File: config.mk
export PLATFORM = sky130hd
export DESIGN_NAME = input_conditioner
export DESIGN_NICKNAME = d
export VERILOG_FILES = /design/src/rtl/input_cond_pkg.sv /design/src/rtl/debounce_bit.sv /design/src/rtl/input_conditioner.sv
export SDC_FILE = /design/constraint.sdc
export NUM_CORES = 1
export LEC_CHECK = 0
export BUFFER_PORTS_ARGS = -buffer_cell sky130_fd_sc_hd__buf_2
export CAP_MARGIN = 30
export CORE_UTILIZATION = 51
export DETAILED_ROUTE_END_ITERATION = 8
export PLACE_DENSITY = 0.67
export SYNTH_ARGS = -nofsm -noshare
export SYNTH_HDL_FRONTEND = slang
export SYNTH_HIERARCHICAL = 1
export SYNTH_SLANG_ARGS = --single-unit
File: constraint.sdc
create_clock -name CLOCK_50 -period 3.6 [get_ports CLOCK_50]
set_input_delay 0.36 -clock CLOCK_50 [delete_from_list [all_inputs] [get_ports CLOCK_50]]
set_output_delay 0.36 -clock CLOCK_50 [all_outputs]
set_load 0.03 [all_outputs]
File: src/rtl/input_cond_pkg.sv
// Shared constants and helpers for the board input conditioning path.
// Latency: n/a (package). Backpressure: n/a.
// Holds bit counts and the debounce counter width calculation.
package input_cond_pkg;

    localparam int N_KEY            = 4;
    localparam int N_SW             = 8;
    localparam int DEFAULT_DEBOUNCE = 500000;

    // Smallest width able to hold DEBOUNCE_CYCLES-1, never less than one bit.
    function automatic int cnt_width(input int cycles);
        int w;
        w = 1;
        for (int k = 1; k < 31; k++) begin
            if ((1 << w) < cycles) begin
                w = w + 1;
            end
        end
        return w;
    endfunction

endpackage

File: src/rtl/debounce_bit.sv
// Purpose: two-flop synchronizer plus stable-count debouncer for one raw pin.
// Latency: DEBOUNCE_CYCLES+2 edges from a stable raw change to clean.
// Backpressure: none; free-running, accepts a new sample every cycle.
module debounce_bit
    import input_cond_pkg::*;
#(
    parameter int   DEBOUNCE_CYCLES = DEFAULT_DEBOUNCE,
    parameter logic RESET_VAL       = 1'b0
) (
    input  logic core_clk,
    input  logic rst,
    input  logic raw,
    output logic clean,
    output logic fall
);

    localparam int            CW       = cnt_width(DEBOUNCE_CYCLES);
    localparam logic [CW-1:0] CNT_LAST = CW'(DEBOUNCE_CYCLES - 1);

    logic          sync_1;
    logic          sync_2;
    logic [CW-1:0] cnt;

    always_ff @(posedge core_clk) begin
        if (rst) begin
            sync_1 <= RESET_VAL;
            sync_2 <= RESET_VAL;
            clean  <= RESET_VAL;
            cnt    <= '0;
            fall   <= 1'b0;
        end else begin
            sync_1 <= raw;
            sync_2 <= sync_1;
            fall   <= 1'b0;
            if (sync_2 == clean) begin
                cnt <= '0;
            end else if (cnt == CNT_LAST) begin
                // Accept: fall pulses in the same cycle clean first reads 0.
                clean <= sync_2;
                cnt   <= '0;
                fall  <= clean;
            end else begin
                cnt <= cnt + 1'b1;
            end
        end
    end

endmodule

File: src/rtl/input_conditioner.sv
// Purpose: debounce board keys/switches for the SoC PIOs; key press pulses and sticky flags.
// Latency: DEBOUNCE_CYCLES+2 edges raw->clean; key_press with clean, key_event one edge later.
// Backpressure: none; event_clr clears sticky flags, a coincident press wins.
module input_conditioner
    import input_cond_pkg::*;
#(
    parameter int DEBOUNCE_CYCLES = DEFAULT_DEBOUNCE
) (
    input  logic             CLOCK_50,
    input  logic             Reset,
    input  logic [N_KEY-1:0] KEY_raw,
    input  logic [N_SW-1:0]  SW_raw,
    input  logic [N_KEY-1:0] event_clr,
    output logic [N_KEY-1:0] key_clean,
    output logic [N_SW-1:0]  sw_clean,
    output logic [N_KEY-1:0] key_press,
    output logic [N_KEY-1:0] key_event
);

    logic [N_SW-1:0] sw_fall_unused;

    // Keys idle high (active-low buttons), so they reset released.
    for (genvar i = 0; i < N_KEY; i++) begin : g_key
        debounce_bit #(
            .DEBOUNCE_CYCLES (DEBOUNCE_CYCLES),
            .RESET_VAL       (1'b1)
        ) u_db (
            .core_clk (CLOCK_50),
            .rst      (Reset),
            .raw      (KEY_raw[i]),
            .clean    (key_clean[i]),
            .fall     (key_press[i])
        );
    end

    for (genvar i = 0; i < N_SW; i++) begin : g_sw
        debounce_bit #(
            .DEBOUNCE_CYCLES (DEBOUNCE_CYCLES),
            .RESET_VAL       (1'b0)
        ) u_db (
            .core_clk (CLOCK_50),
            .rst      (Reset),
            .raw      (SW_raw[i]),
            .clean    (sw_clean[i]),
            .fall     (sw_fall_unused[i])
        );
    end

    always_ff @(posedge CLOCK_50) begin
        if (Reset) begin
            key_event <= '0;
        end else begin
            key_event <= (key_event & ~event_clr) | key_press;
        end
    end

endmodule
# Yosys cells after proc, flatten, opt, wreduce, memory -nomap -nowiden
# Index checks and enable logic that the tools add are counted.
# classes
n_addsub,12
eq_ne,24
n_bitwise,19
reduce_logical,28
# op_table
operator,count
$add A19 B1 Y19 const B,12
$eq A19 B19 Y1 const B,12
$reduce_or A3 Y1,16
$reduce_and A2 Y1,12
$not A1 Y1,16
$eq A1 B1 Y1,12
$and A4 B4 Y4,1
$not A4 Y4,1
$or A4 B4 Y4,1
# totals
reg_bits,272
in_bits,18
out_inout_bits,20

# Logic depth before layout (Yosys ltp)
# Gate-level depths: netlist (run 1).
# depth
word_depth,3
mapped_depth,6

# Hierarchy
# Netlist (run 1), hierarchy kept.
# modules_own_cells
mod,n_inst,cells_per_inst,area_per_inst_um2
debounce_bit at g_sw[0].u_db ...,7,118,1048.5
debounce_bit at g_key[0].u_db ...,4,111,1017.2
debounce_bit at g_sw[7].u_db,1,116,1098.6
input_conditioner,1,16,140.1

# Least setup slack after synthesis (run 1)
# No wires, ideal clock.
# synth_timing
path_type,register -> register
from,register g_key[0].u_db.cnt[12]
to,register g_key[0].u_db.cnt[10]
arrival_ps,1784
slack_ps,1701
path_stages_with_launch,6
n_path_buf,1
period_less_slack_ps,1899
cell_sequence,dfxtp_1 > or4_1 > or4_4 > o21ai_4 > buf_6 > nor2_1
# synth_between
elab_chain_len,2
# synth_lines
element,line,text
start: declaration,debounce_bit.sv:22,logic [CW-1:0] cnt;
start signal: assignment,debounce_bit.sv:43,cnt <= cnt + 1'b1;
$eq A19 B19 Y1,debounce_bit.sv:37,end else if (cnt == CNT_LAST) begin
$reduce_or A3 Y1 (no line),-,
# No other way between the ends.
# A chain may end at the register's enable or synchronous reset.

# Final worst setup path (run 1)
# layout_timing
from,register g_key[0].u_db.cnt[12]
to,register g_key[0].u_db.cnt[12]
# layout_between
elab_chain_len,2
word_cells_on_any_way,3
cone_classes,1 x add/sub; 1 x eq/ne; 1 x reduce/logical
# layout_lines
element
"parallel branches: the longest is 2 deep, another holds $add A19 B1 Y19"
# Several ways; the timed one is not identified.

==> results of run 1 <==
[repair_timing]
action                    in CTS  in global routing
buffers inserted               0                  0
hold buffers                  10                  0
hold endpoints to repair      10                  0
[routing by layer]
layer / track usage / vias up
li1: - / 5016
met1: 0.247 / 4513
met2: 0.318 / 107
met3: 0.0285 / 32
met4: 0.0504 / 0
met5: 0 / -
[per-stage QoR]
step           utilization  cells  total power, W  setup WS (ns)  instance area [um2]
4_1_cts              0.590   1770         0.00635           1.51                13900
5_1_grt              0.590   1770         0.00649           1.40                13900
2_1_floorplan            -   1370         0.00315           1.70                12400
3_5_place_dp         0.542   1702         0.00318           1.51                12800
3_3_place_gp         0.542   1702         0.00317           1.55                12800
6_report             0.590   1770         0.00625           1.52                13900
[flip-flops by register name, summed over array words and instances, names as in the netlist]
| signal | count |
|---|---|
| g_key.u_db/clean | 4 |
| g_key.u_db/cnt | 76 |
| g_key.u_db/fall | 4 |
| g_key.u_db/sync_1 | 4 |
| g_key.u_db/sync_2 | 4 |
| g_sw.u_db/clean | 8 |
| g_sw.u_db/cnt | 152 |
| g_sw.u_db/sync_1 | 8 |
| g_sw.u_db/sync_2 | 8 |
| key_event | 4 |
[worst reg2reg max path: cells and delay by family (launching register included)]
kind / cells / cell delay, ns
and+or+nand+nor: 3 / 1.19
DFF: 1 / 0.35
AOI/OAI and AO/OA: 1 / 0.40
[power by group through the flow]
stage | registers [W] | logic (W) | clock network, W
3_5_place_dp | 0.00310 | 0.0000721 | 0
5_1_grt | 0.00304 | 0.0000883 | 0.00337
3_3_place_gp | 0.00310 | 0.0000713 | 0
4_1_cts | 0.00304 | 0.0000804 | 0.00324
6_report | 0.00304 | 0.0000783 | 0.00313
2_1_floorplan | 0.00310 | 0.0000474 | 0
[area by class of cell]
| class | instances | area (um2) |
|---|---|---|
| clock buffer | 47 | 936 |
| clock inverter | 11 | 115 |
| fill | 2105 | 9670 |
| inverter | 36 | 135 |
| multi-input combinational | 1037 | 6610 |
| sequential | 272 | 5450 |
| tap | 319 | 399 |
| timing repair buffer | 48 | 305 |
[final timing paths]
path                                             from               endpoint  slack, ns  depth (start not counted)
worst min-delay path                        SW_raw[5]    g_sw[5].u_db/sync_1       0.05                          2
worst max register to register  g_key[0].u_db/cnt[12]  g_key[0].u_db/cnt[12]       1.52                          4
worst min register to register   g_key[1].u_db/sync_1   g_key[1].u_db/sync_2       0.41                          1
worst max-delay path            g_key[0].u_db/cnt[12]  g_key[0].u_db/cnt[12]       1.52                          4
==> qor.json, run 1 <==
{
  "yosys": {
    "gate_count_after_technology_mapping": 1370,
    "synth_area_per_cell_um2": 9.04,
    "syn_nets": 1400,
    "netlist_area_before_placement_um2": 12400,
    "number_of_warnings_printed_during_yosys_synthesis": 6
  },
  "global_routing": {
    "globalRoute.totalOverflow": 0,
    "grt_pass1_wl_um": 39900,
    "grt_antenna_before_repair": 0,
    "first_global_vias": 8933,
    "track_usage": 0.188,
    "pin_count_of_the_biggest_net_entering_global_routing": 34
  },
  "routing": {
    "detail_route.wirelength.met1_um": 11400,
    "routed-via-count": 9668,
    "routed-wl-met3_um": 744,
    "routed_wire_length_per_instance_um": 13.1,
    "post_drt_via_cell_ratio": 5.46,
    "met2RoutedLength_um": 10600,
    "detailedRoute.firstIterationViolations": 490,
    "highest_metal_layer_with_signal_wires": "met4",
    "route.detailed.drc": 0,
    "detail_route.first_pass.iterations": 5,
    "wirelength_um": 23100,
    "ant_nets": 0
  },
  "floorplan": {
    "initial_standard_cell_utilization_of_the_core": 0.525,
    "placement_rows": 56,
    "fp.coreArea_um2": 23600,
    "die_w_um": 158,
    "die_height_um": 158,
    "ios": 38,
    "floorplan.die_area_um2": 24900
  },
  "power_and_ir_drop": {
    "share_clk_of_total_power": 0.501,
    "seq_power_share": 0.486,
    "power_per_cell_area_nw_per_um2": 448,
    "internal_portion_of_total_power_w": 0.00499,
    "combinationalPowerShare": 0.013,
    "vdd_drop_max_mv": 0.386,
    "switching_power_w": 0.00126,
    "p_sw_frac": 0.201,
    "p_leak_nw": 4.25
  },
  "worst_setup_path": {
    "critical-path-top-delay-family": "simple AND/OR/NAND/NOR gates",
    "cp_num_buf_inv": 0,
    "timing.critical_path.slowest_stage_cell": "sky130_fd_sc_hd__or4_4",
    "arrival_ns": 2.50,
    "path_cells": "or4_1 -> or4_4 -> o21ai_4 -> nor2_1",
    "cp-start-kind": "flop",
    "worst_setup_end_kind": "flop",
    "slowest_stage_delay_cp_ns": 0.54,
    "crit_type": "reg2reg",
    "worst-endpoint-required_ns": 4.01,
    "critical_path.max_fanout": 18
  },
  "timing": {
    "shortest_period_the_worst_path_allows_ns": 2.08,
    "max_slew_margin": 0.584,
    "grt_setup_unrepaired": "false",
    "timing.clock.skew_ns": 0.00868,
    "max_slew.worst_pin.slew_ns": 0.618,
    "achievable-frequency_mhz": 481,
    "final_hold_violations": 0,
    "count_of_pins_over_their_slew_limit": 0,
    "final.hold.worst_slack_ns": 0.0485,
    "timing.final.setup_violations": 0,
    "final_min_period_over_clock_period": 0.578,
    "totalNegativeSetupSlack_ns": 0
  },
  "placement": {
    "finalWeightedCongestion": 0.875,
    "post-dp-hpwl_um": 15300,
    "io_buffers": 37
  },
  "clocking": {
    "clock_insertion_delay_worst_skew_ns": 0.55,
    "cts-resized-gates": 0,
    "clock-sinks": 272,
    "path_clk_slew_ns": 0.06,
    "tritoncts_clock_tree": "built",
    "max-clock-path-buffers": 3,
    "cts.root.buffer_cell": "sky130_fd_sc_hd__clkbuf_16",
    "cts_htree_levels": 1,
    "cts_inserted_buffers": 31
  },
  "layout": {
    "final_common_cell": "sky130_fd_sc_hd__dfxtp_1",
    "layout_common_cells": "sky130_fd_sc_hd__dfxtp_1, sky130_fd_sc_hd__nor2_1, sky130_fd_sc_hd__xnor2_1",
    "fraction_of_layout_instances_using_a_drive_strength_above_1": 0.105,
    "antenna-diode-count": 0,
    "synthToLayoutAreaGrowth_pct": 12.6,
    "final_nets": 1456
  },
  "job": {
    "max-cap-violations": 0
  },
  "min_path": {
    "worst_hold_path_type": "in2reg"
  },
  "run_status": {
    "status": "complete, no violations"
  }
}
Note: power is estimated with default switching activity, not from simulation.
==> inputs of run 2 (changes only) <==
Clock period 3.6 ns to 2 ns, I/O delays scaled along.
==> qor.json, run 2 (same netlist as run 1, synthesis figures left out) <==
{
  "layout": {
    "largest_register_ffs": 152,
    "post-route-util": 0.611,
    "layout_common_cells": "sky130_fd_sc_hd__dfxtp_1, sky130_fd_sc_hd__nor2_1, sky130_fd_sc_hd__xnor2_1",
    "antenna-diode-count": 0,
    "fraction_of_layout_instances_using_a_drive_strength_above_1": 0.142,
    "registers.top_by_ff_count": "g_sw.u_db/cnt",
    "final_nets": 1526,
    "final_common_cell": "sky130_fd_sc_hd__dfxtp_1",
    "synthToLayoutAreaGrowth_pct": 16.4,
    "largestRegisters": "g_sw.u_db/cnt x152, g_key.u_db/cnt x76",
    "layout_cell_area_excl_fill_um2": 14400
  },
  "worst_setup_path": {
    "timing.critical_path.slowest_stage_cell": "sky130_fd_sc_hd__or4_4",
    "crit-reg2reg-launch": "g_key[0].u_db/cnt[9]",
    "reg2reg_to": "g_key[0].u_db/clean",
    "worst_setup_end_kind": "flop",
    "critical_path.max_fanout": 5,
    "timing.reg2reg.worst_path_depth": 4,
    "arrival_ns": 2.40,
    "cp-start-kind": "flop",
    "r2r_slack_ns": 0.07,
    "worst-endpoint-required_ns": 2.47,
    "path_cells": "or4_1 -> or4_4 -> nor2_1 -> mux2i_1",
    "slowest_stage_delay_cp_ns": 0.54,
    "crit_type": "reg2reg",
    "critical-path-top-delay-family": "simple AND/OR/NAND/NOR gates",
    "cp_num_buf_inv": 0
  },
  "global_routing": {
    "pin_count_of_the_biggest_net_entering_global_routing": 58,
    "globalRoute.totalOverflow": 0,
    "grt_pass1_wl_um": 41900,
    "grt_antenna_before_repair": 0,
    "track_usage": 0.199,
    "first_global_vias": 9391
  },
  "power_and_ir_drop": {
    "power_per_cell_area_nw_per_um2": 749,
    "vdd_drop_max_mv": 0.655,
    "p_leak_nw": 4.53,
    "report.power.total_w": 0.0108
  },
  "timing": {
    "max_slew.worst_pin.slew_ns": 0.455,
    "post-route-worst-setup-slack_ns": 0.0698,
    "timing.clock.skew_ns": 0.0114,
    "final.hold.worst_slack_ns": 0.125,
    "final_hold_violations": 0,
    "max_slew_margin": 0.694,
    "count_of_pins_over_their_slew_limit": 0,
    "grt_setup_unrepaired": "true",
    "timing.final.setup_violations": 0,
    "shortest_period_the_worst_path_allows_ns": 1.93,
    "achievable-frequency_mhz": 518,
    "final_min_period_over_clock_period": 0.965
  },
  "clocking": {
    "max-clock-path-buffers": 3,
    "path_clk_slew_ns": 0.06,
    "clock-sinks": 272,
    "clock_insertion_delay_worst_skew_ns": 0.54,
    "cts_htree_levels": 1,
    "cts_inserted_buffers": 28,
    "tritoncts_clock_tree": "built",
    "cts.root.buffer_cell": "sky130_fd_sc_hd__clkbuf_16"
  },
  "floorplan": {
    "placement_rows": 56,
    "die_w_um": 158,
    "ios": 38,
    "floorplan.die_area_um2": 24900,
    "initial_standard_cell_utilization_of_the_core": 0.525,
    "die_height_um": 158,
    "fp.coreArea_um2": 23600
  },
  "routing": {
    "ant_nets": 0,
    "routed-via-count": 10027,
    "detail_route.first_pass.iterations": 5,
    "post_drt_via_cell_ratio": 5.46,
    "detailedRoute.firstIterationViolations": 554,
    "wirelength_um": 24300,
    "routed_wire_length_per_instance_um": 13.2,
    "route.detailed.drc": 0
  },
  "placement": {
    "finalWeightedCongestion": 0.874,
    "post-dp-hpwl_um": 16400,
    "place_worst_setup_slack_ns": 0.0900,
    "place_area_um2": 13300,
    "io_buffers": 37
  },
  "min_path": {
    "worst_hold_path_type": "in2reg",
    "worstHoldEndpoint": "g_sw[1].u_db/sync_2",
    "timing.hold.worst.start": "Reset",
    "timing.hold.worst_path_depth": 3
  },
  "run_status": {
    "status": "complete, no violations"
  },
  "job": {
    "max-cap-violations": 0
  }
}
run 2: report_power, final:
| group | switching [W] | internal (W) | total, W | leakage (nW) |
|---|---|---|---|---|
| clock network | 0.00214 | 0.00303 | 0.00516 | 0.450 |
| registers | 0.0000161 | 0.00545 | 0.00546 | 2.20 |
| logic | 0.0000889 | 0.0000860 | 0.000175 | 1.88 |
| total | 0.00224 | 0.00856 | 0.0108 | 4.53 |
run 2: final cells by class:
class	count	area, um2
repair buffers	121	901
flip-flops and latches	272	5450
clock inverters	14	141
multi-input cells	1037	6610
fillers	2059	9190
well taps	319	399
inverters	36	135
clock buffers	38	788
run 2: what timing repair did:
item | CTS | global route
hold buffers | 16 | 0
resized for setup | 0 | 4
buffers inserted | 0 | 0
endpoints found under the setup margin | 0 | 7
hold endpoints to repair | 16 | 0
run 2: per-stage QoR:
step | std cells | setup TNS (ns)
3_5_place_dp | 1769 | 0
5_1_grt | 1837 | -0.00375
6_report | 1837 | 0
2_1_floorplan | 1370 | 0
4_1_cts | 1837 | 0
3_3_place_gp | 1769 | 0
run 2: worst max-delay path by stage:
stage / start / to / cells after the start
floorplan: g_key[0].u_db/cnt[12] / g_key[0].u_db/cnt[10] / 5
global placement: g_key[3].u_db/cnt[12] / g_key[3].u_db/cnt[18] / 5
detailed placement: g_key[0].u_db/cnt[9] / g_key[0].u_db/clean / 4
CTS: g_key[1].u_db/cnt[9] / g_key[1].u_db/cnt[15] / 5
global route: g_key[1].u_db/cnt[9] / g_key[1].u_db/cnt[15] / 5
finish: g_key[0].u_db/cnt[9] / g_key[0].u_db/clean / 4
run 2: worst min-delay path, stage by stage:
cell and delay (ns):
sky130_fd_sc_hd__buf_2 0.11, sky130_fd_sc_hd__buf_12 0.17, sky130_fd_sc_hd__nor2b_1 0.13
run 2: metal layers:
| layer | GRT usage | vias to the layer above | wire length (um) |
|---|---|---|---|
| met5 | 0 | - | 0 |
| met4 | 0.0615 | 0 | 585 |
| met3 | 0.0279 | 44 | 751 |
| met2 | 0.336 | 157 | 11300 |
| met1 | 0.261 | 4682 | 11700 |
| li1 | - | 5144 | - |
